==> src/rtl/uvme_st_echo_pkg.sv <==
// Shared types and limits for the self-test stream echo responder.
package uvme_st_echo_pkg;

  localparam int unsigned MIN_DEPTH   = 32'd2;
  localparam int unsigned MIN_MAX_LEN = 32'd1;

  // Input-side frame tracking states.
  typedef enum logic [1:0] {
    IDLE     = 2'd0,
    IN_FRAME = 2'd1,
    DROP     = 2'd2
  } in_state_e;

  // Storage cost of one beat (data plus end-of-frame flag).
  function automatic int unsigned beat_bits(input int unsigned data_w);
    return data_w + 32'd1;
  endfunction

endpackage

==> src/rtl/uvme_st_echo_fifo.sv <==
// First-word-fall-through FIFO of beats; the head is valid whenever the FIFO is non-empty.
module uvme_st_echo_fifo #(
  parameter type beat_t = logic [32:0],
  parameter int  DEPTH  = 8
) (
  input  logic                   clk,
  input  logic                   reset_n,
  input  logic                   push,
  input  beat_t                  wr_beat,
  input  logic                   pop,
  output beat_t                  head,
  output logic [$clog2(DEPTH):0] level,
  output logic [$clog2(DEPTH):0] level_nxt,
  output logic                   full,
  output logic                   empty
);
  import uvme_st_echo_pkg::*;

  localparam int PTR_W = (DEPTH < MIN_DEPTH) ? 1 : $clog2(DEPTH);
  localparam int LVL_W = $clog2(DEPTH) + 1;
  localparam logic [LVL_W-1:0] FULL_LVL = LVL_W'(DEPTH);

  beat_t             mem_r [DEPTH];
  logic [PTR_W-1:0]  wr_ptr_r;
  logic [PTR_W-1:0]  rd_ptr_r;
  logic [LVL_W-1:0]  level_r;
  logic [LVL_W-1:0]  level_nxt_s;
  logic              push_ok_s;
  logic              pop_ok_s;

  assign full      = (level_r == FULL_LVL);
  assign empty     = (level_r == {LVL_W{1'b0}});
  assign push_ok_s = push && !full;
  assign pop_ok_s  = pop && !empty;
  assign head      = mem_r[rd_ptr_r];
  assign level     = level_r;
  assign level_nxt = level_nxt_s;

  // Occupancy after this edge; a simultaneous push and pop leaves it unchanged.
  always_comb begin
    level_nxt_s = level_r;
    case ({push_ok_s, pop_ok_s})
      2'b10:   level_nxt_s = level_r + LVL_W'(1);
      2'b01:   level_nxt_s = level_r - LVL_W'(1);
      default: level_nxt_s = level_r;
    endcase
  end

  // Beat storage; contents are don't-care until written.
  always_ff @(posedge clk) begin
    if (push_ok_s) begin
      mem_r[wr_ptr_r] <= wr_beat;
    end
  end

  // Pointers wrap naturally at DEPTH; level disambiguates full from empty.
  always_ff @(posedge clk or negedge reset_n) begin
    if (!reset_n) begin
      wr_ptr_r <= {PTR_W{1'b0}};
      rd_ptr_r <= {PTR_W{1'b0}};
      level_r  <= {LVL_W{1'b0}};
    end else begin
      if (push_ok_s) begin
        wr_ptr_r <= wr_ptr_r + PTR_W'(1);
      end
      if (pop_ok_s) begin
        rd_ptr_r <= rd_ptr_r + PTR_W'(1);
      end
      level_r <= level_nxt_s;
    end
  end

endmodule

==> src/rtl/uvme_st_echo_rsp.sv <==
// Stream echo responder: buffers TX beats and replays them on RX, cutting
// frames longer than MAX_LEN and counting frames that leave on the RX side.
module uvme_st_echo_rsp #(
  parameter int DATA_W  = 32,
  parameter int DEPTH   = 8,
  parameter int MAX_LEN = 16,
  parameter int CNT_W   = 16
) (
  input  logic                   clk,
  input  logic                   reset_n,
  input  logic                   in_valid,
  output logic                   in_ready,
  input  logic [DATA_W-1:0]      in_data,
  input  logic                   in_last,
  output logic                   out_valid,
  input  logic                   out_ready,
  output logic [DATA_W-1:0]      out_data,
  output logic                   out_last,
  output logic [CNT_W-1:0]       frame_cnt,
  output logic                   trunc_err,
  output logic [$clog2(DEPTH):0] level
);
  import uvme_st_echo_pkg::*;

  localparam int LVL_W  = $clog2(DEPTH) + 1;
  localparam int BCNT_W = $clog2(MAX_LEN + 1);
  localparam int BEAT_W = beat_bits(DATA_W);

  typedef struct packed {
    logic [DATA_W-1:0] data;
    logic              last;
  } beat_t;

  in_state_e          state_r;
  in_state_e          state_nxt;
  logic [BCNT_W-1:0]  bcnt_r;
  logic [BCNT_W-1:0]  bcnt_nxt;
  logic               in_ready_r;
  logic               trunc_err_r;
  logic [CNT_W-1:0]   frame_cnt_r;

  logic               accept_s;
  logic               push_s;
  logic               pop_s;
  logic               trunc_s;
  beat_t              wr_beat_s;
  beat_t              head_s;
  logic [LVL_W-1:0]   level_s;
  logic [LVL_W-1:0]   level_nxt_s;
  logic               full_s;
  logic               empty_s;

  assign accept_s = in_valid && in_ready_r;
  assign pop_s    = !empty_s && out_ready;

  uvme_st_echo_fifo #(
    .beat_t (beat_t),
    .DEPTH  (DEPTH)
  ) u_fifo (
    .clk       (clk),
    .reset_n   (reset_n),
    .push      (push_s && !full_s),
    .wr_beat   (wr_beat_s),
    .pop       (pop_s),
    .head      (head_s),
    .level     (level_s),
    .level_nxt (level_nxt_s),
    .full      (full_s),
    .empty     (empty_s)
  );

  // Frame tracking: decides whether an accepted beat is stored, cut short or dropped.
  always_comb begin
    state_nxt = state_r;
    bcnt_nxt  = bcnt_r;
    push_s    = 1'b0;
    trunc_s   = 1'b0;
    wr_beat_s = '{data: in_data, last: in_last};
    case (state_r)
      IDLE: begin
        if (accept_s) begin
          push_s = 1'b1;
          if (in_last) begin
            state_nxt = IDLE;
            bcnt_nxt  = {BCNT_W{1'b0}};
          end else if (MAX_LEN == 1) begin
            wr_beat_s.last = 1'b1;
            trunc_s        = 1'b1;
            state_nxt      = DROP;
            bcnt_nxt       = {BCNT_W{1'b0}};
          end else begin
            state_nxt = IN_FRAME;
            bcnt_nxt  = BCNT_W'(1);
          end
        end else begin
          state_nxt = IDLE;
        end
      end
      IN_FRAME: begin
        if (accept_s) begin
          push_s = 1'b1;
          if (in_last) begin
            state_nxt = IDLE;
            bcnt_nxt  = {BCNT_W{1'b0}};
          end else if (bcnt_r == BCNT_W'(MAX_LEN - 1)) begin
            wr_beat_s.last = 1'b1;
            trunc_s        = 1'b1;
            state_nxt      = DROP;
            bcnt_nxt       = {BCNT_W{1'b0}};
          end else begin
            state_nxt = IN_FRAME;
            bcnt_nxt  = bcnt_r + BCNT_W'(1);
          end
        end else begin
          state_nxt = IN_FRAME;
        end
      end
      DROP: begin
        if (accept_s && in_last) begin
          state_nxt = IDLE;
        end else begin
          state_nxt = DROP;
        end
      end
      default: begin
        state_nxt = IDLE;
        bcnt_nxt  = {BCNT_W{1'b0}};
      end
    endcase
  end

  // in_ready is registered from next-cycle occupancy, so it stays low through
  // reset and never depends combinationally on out_ready.
  always_ff @(posedge clk or negedge reset_n) begin
    if (!reset_n) begin
      state_r     <= IDLE;
      bcnt_r      <= {BCNT_W{1'b0}};
      in_ready_r  <= 1'b0;
      trunc_err_r <= 1'b0;
      frame_cnt_r <= {CNT_W{1'b0}};
    end else begin
      state_r     <= state_nxt;
      bcnt_r      <= bcnt_nxt;
      in_ready_r  <= (state_nxt == DROP) || (level_nxt_s < LVL_W'(DEPTH));
      trunc_err_r <= trunc_s;
      if (pop_s && head_s.last) begin
        frame_cnt_r <= frame_cnt_r + CNT_W'(1);
      end
    end
  end

  assign in_ready  = in_ready_r;
  assign trunc_err = trunc_err_r;
  assign frame_cnt = frame_cnt_r;
  assign level     = level_s;
  assign out_valid = !empty_s;
  assign out_data  = empty_s ? {DATA_W{1'b0}} : head_s.data;
  assign out_last  = !empty_s && head_s.last;

  logic [BEAT_W-1:0] unused_head_s;
  assign unused_head_s = head_s;

endmodule

==> config.mk <==
export PLATFORM = sky130hd
export DESIGN_NAME = uvme_st_echo_rsp
export DESIGN_NICKNAME = d
export VERILOG_FILES = /design/src/rtl/uvme_st_echo_pkg.sv /design/src/rtl/uvme_st_echo_fifo.sv /design/src/rtl/uvme_st_echo_rsp.sv
export SDC_FILE = /design/constraint.sdc
export NUM_CORES = 1
export LEC_CHECK = 0
export CAP_MARGIN = 20
export CORE_ASPECT_RATIO = 1.4
export CORE_MARGIN = 8
export CORE_UTILIZATION = 55
export DETAILED_ROUTE_END_ITERATION = 12
export DONT_BUFFER_PORTS = 1
export PLACE_DENSITY = 0.74
export RECOVER_POWER = 25
export SYNTH_ARGS = -nofsm -noshare
export SYNTH_HDL_FRONTEND = slang
export SYNTH_SLANG_ARGS = --single-unit
==> constraint.sdc <==
create_clock -name clk -period 5.44 [get_ports clk]
set_clock_uncertainty 0.1 [all_clocks]
set_input_delay 0.544 -clock clk [delete_from_list [all_inputs] [get_ports clk]]
set_output_delay 0.544 -clock clk [all_outputs]
set_load 0.02 [all_outputs]
== Word-level counts from Yosys, hierarchy flattened ==
Memory sizes are Yosys's and may differ from the RTL's.
Cells that the tools add are included.

* Input bits: 37
* RAM bits: 264
* Output and inout port bits: 56
* Flip-flop bits (word level): 35
* Word-level logic and storage cells: 67
* Memories kept: 1

* Muxes and demuxes: 26
* Add/subtract/negate cells: 6
* Eq/ne operators: 9
* Reductions and logical operators: 15
* Bitwise logic cells: 1
* $lt $le $gt $ge: 1

{| class="wikitable"
|+ Memory list
! name !! words !! width !! read ports !! clocked after memory_dff !! wr ports !! line !! RTL
|-
| u_fifo.mem_r || 8 || 33 || 1 || 0 || 1 || uvme_st_echo_fifo.sv:23 || <nowiki>beat_t mem_r [DEPTH];</nowiki>
|}

{| class="wikitable"
|+ Operator list
! cell !! count
|-
| $mux W32 || 1
|-
| $mux W5 || 4
|-
| $add A16 B1 Y16 const B || 1
|-
| $pmux W5 S3 || 1
|-
| $mux W1 || 13
|-
| $mux W2 || 5
|-
| $logic_and A1 B1 Y1 || 8
|-
| $pmux W4 S2 || 1
|-
| $add A3 B1 Y3 const B || 2
|-
| $eq A2 B2 Y1 const B || 3
|-
| $pmux W2 S3 || 1
|-
| $add A5 B1 Y5 const B || 1
|-
| $eq A5 B4 Y1 const B || 1
|-
| $add A4 B1 Y4 const B || 1
|-
| $eq A2 B1 Y1 const B || 2
|-
| $eq A4 B4 Y1 const B || 1
|-
| $logic_not A4 Y1 || 1
|-
| $lt A4 B4 Y1 const B || 1
|-
| $ne A2 B2 Y1 const B || 2
|-
| $sub A4 B1 Y4 const B || 1
|-
| $reduce_and A3 Y1 || 1
|-
| $logic_not A1 Y1 || 2
|-
| $logic_not A2 Y1 || 1
|-
| $reduce_or A2 Y1 || 1
|-
| 2 further kinds || 2
|}

== Longest topological paths before layout ==
* Word-level depth: 9
* Mapped depth: 11

== Modules after synthesis ==
A second synthesis with hierarchy kept.

* Cell total of the unflattened synthesis: 598
* Area total of the unflattened synthesis: 12,122.9 um2

{| class="wikitable"
|+ Modules (own cells, without submodules)
! module !! seq. area each (um2) !! times used !! cells an instance !! area each (um2)
|-
| uvme_st_echo_fifo || 8,177.8 || 1 || 449 || 10,677.7
|-
| uvme_st_echo_rsp || 625.6 || 1 || 149 || 1,445.1
|}

== Worst setup path after synthesis ==
No wires, ideal clock.

* Path kind: register -> register
* From: register u_fifo.level_r[0] (netlist: u_fifo.level[0])
* To: memory u_fifo.mem_r[0][0] (netlist name), enable pin
* Data required time: 4,876 ps
* Clock period less this slack: 4,090 ps
* Stages on the path, launching flop included: 5
* Buffers on the path: 0
* Arrival: 3,526 ps
* Setup time: 464 ps
* Slack: 1,350 ps
* Cell sequence: dfrtp_1 -> nor3_1 -> a211oi_2 -> nand2b_1 -> nor3_1

* Longest elaborated chain between the ends: 6

{| class="wikitable"
|+ Ends and longest elaborated chain
! element !! line !! RTL
|-
| from (decl) || uvme_st_echo_fifo.sv:26 || <nowiki>logic [LVL_W-1:0] level_r;</nowiki>
|-
| from (signal assigned) || uvme_st_echo_fifo.sv:61 || <nowiki>level_r <= {LVL_W{1'b0}};</nowiki>
|-
| from (signal assigned) || uvme_st_echo_fifo.sv:69 || <nowiki>level_r <= level_nxt_s;</nowiki>
|-
| $eq A4 B4 Y1 (*) || uvme_st_echo_fifo.sv:31 || <nowiki>assign full = (level_r == FULL_LVL);</nowiki>
|-
| $logic_not A1 Y1 (*) || uvme_st_echo_fifo.sv:33, uvme_st_echo_rsp.sv:62 ||
|-
| $logic_and A1 B1 Y1 || uvme_st_echo_rsp.sv:62 || <nowiki>.push (push_s && !full_s),</nowiki>
|-
| $logic_and A1 B1 Y1 (*) || uvme_st_echo_fifo.sv:33 || <nowiki>assign push_ok_s = push && !full;</nowiki>
|-
| $mux W1 (*) || uvme_st_echo_fifo.sv:51 || <nowiki>if (push_ok_s) begin</nowiki>
|-
| $mux W1 (implied by the code) (*) || uvme_st_echo_fifo.sv:52 || <nowiki>mem_r[wr_ptr_r] <= wr_beat;</nowiki>
|-
| to (decl) || uvme_st_echo_fifo.sv:23 ||
|}

Mark *: on every way between the ends. The rest lies on a longest branch, timed or not.

== Final worst setup path ==
* From: register u_fifo.rd_ptr_r[0]
* To: output out_data[30]

* Longest elaborated chain between the ends: 2

{| class="wikitable"
|+ Ends and longest elaborated chain
! element !! line !! RTL
|-
| from (decl) || uvme_st_echo_fifo.sv:25 || <nowiki>logic [PTR_W-1:0] rd_ptr_r;</nowiki>
|-
| from (signal assigned) || uvme_st_echo_fifo.sv:60 || <nowiki>rd_ptr_r <= {PTR_W{1'b0}};</nowiki>
|-
| from (signal assigned) || uvme_st_echo_fifo.sv:67 || <nowiki>rd_ptr_r <= rd_ptr_r + PTR_W'(1);</nowiki>
|-
| $mem_v2 Z8 W33 || - ||
|-
| $mux W32 || uvme_st_echo_rsp.sv:157 || <nowiki>assign out_data = empty_s ? {DATA_W{1'b0}} : head_s.data;</nowiki>
|-
| to (decl) || uvme_st_echo_rsp.sv:17 || <nowiki>output logic [DATA_W-1:0] out_data,</nowiki>
|}

Every way passes these cells.

==> flow_summary.toml <==
[clock_network]
numCtsBuffers = 28
cts_max_level = 1
cts_sinks = 299
clockBufferDepth = 3
clock_insertion_delay_worst_skew_ns = 0.53
clk_pin_slew_ns = 0.06
cts_root_buf = "clkbuf_16"
cts_tree = "built"

[die]
rows = 63
coreArea_mm2 = 0.02120
ios = 93
die_x_um = 140.2
dieArea_mm2 = 0.02663
start_util_pct = 56.03
die_height_um = 189.9

[finish]
diodes = 0
synthToLayoutAreaGrowth_pct = 13.91
drive_gt1_share_pct = 21.42
final_cell_mix = "264 x edfxtp_1, 64 x mux4_2, 43 x nor2_1"
mostFrequentLayoutCell = "edfxtp_1"
nets = 701

[setup_path]
end_kind = "output port"
crit_required_ns = 4.80
cpMaxStageDelayCell = "dfrtp_4"
reg2reg_from = "u_fifo.level[1]$_DFFE_PN0N_"
path_max_fanout = 53
cp-startpoint = "u_fifo.rd_ptr_r[0]$_DFFE_PN0P_"
crit_chain = "buf_4, mux4_2, mux2i_1, nor2_1"
worstPathArrival_ns = 3.02
start_kind = "flip-flop"
crit_path_max_incr_delay_ns = 1.09
path_class = "flip-flop to output port"

[yosys]
yosysUniqueCellTypes = 43
syn-num-nets = 649
ys.flop_type = "edfxtp_1"
postSynthAreaPerCell_um2 = 19.67
synthArstFlopShare_pct = 11.71
ys_warn_count = 0
ys_seq_elements = 299
synth_edf_count = 264
synth.cell_area_mm2 = 0.01188
ys_seq_area_share_pct = 74.09
netlist_instances = 604

[routing]
wl_met2_um = 11690
drt_iter0_drc = 405
viasPerCell = 6.079
drc = 0
vias = 5696
postRouteAntennaNets = 0
top_layer = "met4"
wl_per_cell_um = 23.72
dr.pass1.iters = 4
met3_length_um = 1475
postRouteWirelength_um = 22220
wl_met1_um = 8646

[sta]
worst_slew_pin_slew_ns = 1.813
fmax_mhz = 273.0
grt_setup_unrepaired = "false"
max_slew_margin_pct = -20.88
setup_viol = 0
setup-tns-final_ns = 0
min_period_ns = 3.663
final-max-slew-violation-count = 36
period_share_pct = 67.34
timing_hold_violations_final = 0
holdWs_ns = 0.1156

[grt]
antenna_found_initial = 0
grt_pass1_wl_um = 34580
grt.overflow.total = 0
grt_max_degree = 54
grt_pass1_vias = 6038
grt_usage_pct = 16.87

[power_and_ir_drop]
peakVddDrop_mv = 0.3778
p_per_area_mw_per_mm2 = 529.9
leakagePower_uw = 0.004589

[placed_design]
place_congestion = 0.7690
io_buffers = 0
dp_hpwl_um = 13150

[min_path]
min_from = "out_ready"
hold_path_class = "input port to flip-flop"

[status]
violations = "capacitance limit, slew limit"
outcome = "finished, violations left"

[job]
max_cap_viol_count = 1
## logic make-up after synthesis
logic type	Yosys count	share of synthesized area, %
compound gates	19	1.043
flops	299	74.09
fa+ha+maj	8	0.9056
buf+inv	31	1.516
simple gates	120	5.202
xor+xnor	22	1.622
mux	105	15.62
## synthesized netlist by cell type (2+ instances only)
cell type  instances  area, µm²
edfxtp_1         264       7928
mux4_2            64       1441
nor2_1            49      183.9
mux2i_1           38      380.4
dfrtp_1           35      875.8
nand2_1           24      90.09
xor2_1            15      131.4
nor3_1            11      55.05
nand3_1            9      45.04
clkbuf_1           8      30.03
buf_2              7      35.03
ha_1               7      87.58
xnor2_1            7      61.31
a21oi_1            6      30.03
buf_6              6      67.56
nor4_1             5      31.28
o21ai_0            5      25.02
nand2b_1           4      25.02
nand4_1            4      25.02
buf_1              3      11.26
inv_1              3      11.26
mux2_2             3      33.78
nor2b_1            3      18.77
a32oi_1            2      17.52
buf_4              2      15.01
nand3b_1           2      15.01
nor4_4             2      42.54
## report_power, final
part / switching [µW] / internal (µW)
sequential: 444 / 2790
combinational: 1100 / 820
clock: 807 / 1210
## critical path: cells and delay by family (launching register included)
kind / cells / cell delay [ns]
flops: 1 / 1.09
mux: 2 / 0.72
buf+inv: 1 / 0.48
simple gates: 1 / 0.15
## stage by stage
stage | utilization (%) | total power, µW | area (µm²) | worst slack, ns | std cells
after global placement | 57.57 | 5155 | 12210 | 2.130 | 851
final | 63.83 | 7172 | 13530 | 1.777 | 937
after floorplan | - | 4772 | 11880 | 1.350 | 604
after global routing | 63.83 | 7492 | 13530 | 1.487 | 937
after detailed placement | 57.66 | 5215 | 12230 | 2.025 | 852
after CTS | 63.91 | 7275 | 13550 | 1.653 | 937
## flip-flops by register name, summed over array words and instances (netlist names)
name             flops
in_ready             1
u_fifo.wr_ptr_r      3
frame_cnt           16
state_r              2
u_fifo.mem_r       264
u_fifo.level         4
trunc_err            1
u_fifo.rd_ptr_r      3
bcnt_r               5
## path summary, 6_finish.rpt
kind                                             endpoint  slack [ns]  depth (start not counted)
min reg2reg                         bcnt_r[3]$_DFFE_PN0P_        0.39                          1
max in group asynchronous  u_fifo.rd_ptr_r[0]$_DFFE_PN0P_        3.01                          2
min                        u_fifo.rd_ptr_r[0]$_DFFE_PN0P_        0.12                          2
max reg2reg                            in_ready$_DFF_PN0_        2.06                         12
max                                          out_data[30]        1.78                          4
min in group asynchronous     u_fifo.level[2]$_DFFE_PN0N_        0.96                          2
## routing by layer
| metal | global-route usage [%] | up-vias |
|---|---|---|
| met5 | 0 | - |
| met4 | 4.734 | 0 |
| met3 | 3.236 | 31 |
| met2 | 30.11 | 191 |
| met1 | 20.57 | 2956 |
| li1 | - | 2518 |
## final cells by class
class	instances	area (µm²)
Timing Repair Buffer	48	451.7
Fill cell	1386	7670
Multi-Input combinational cell	274	2953
Clock inverter	18	232.7
Sequential cell	299	8810
Tap cell	260	325.3
Clock buffer	33	740.7
Inverter	5	21.27
## repair_timing
item / 4_1_cts / 5_1_grt
setup buffers: 0 / 0
setup endpoints to repair: 0 / 0
hold buffers: 34 / 0
gates resized for setup: 0 / 0
hold endpoints to repair: 291 / 0
(Power assumes the default switching activity.)
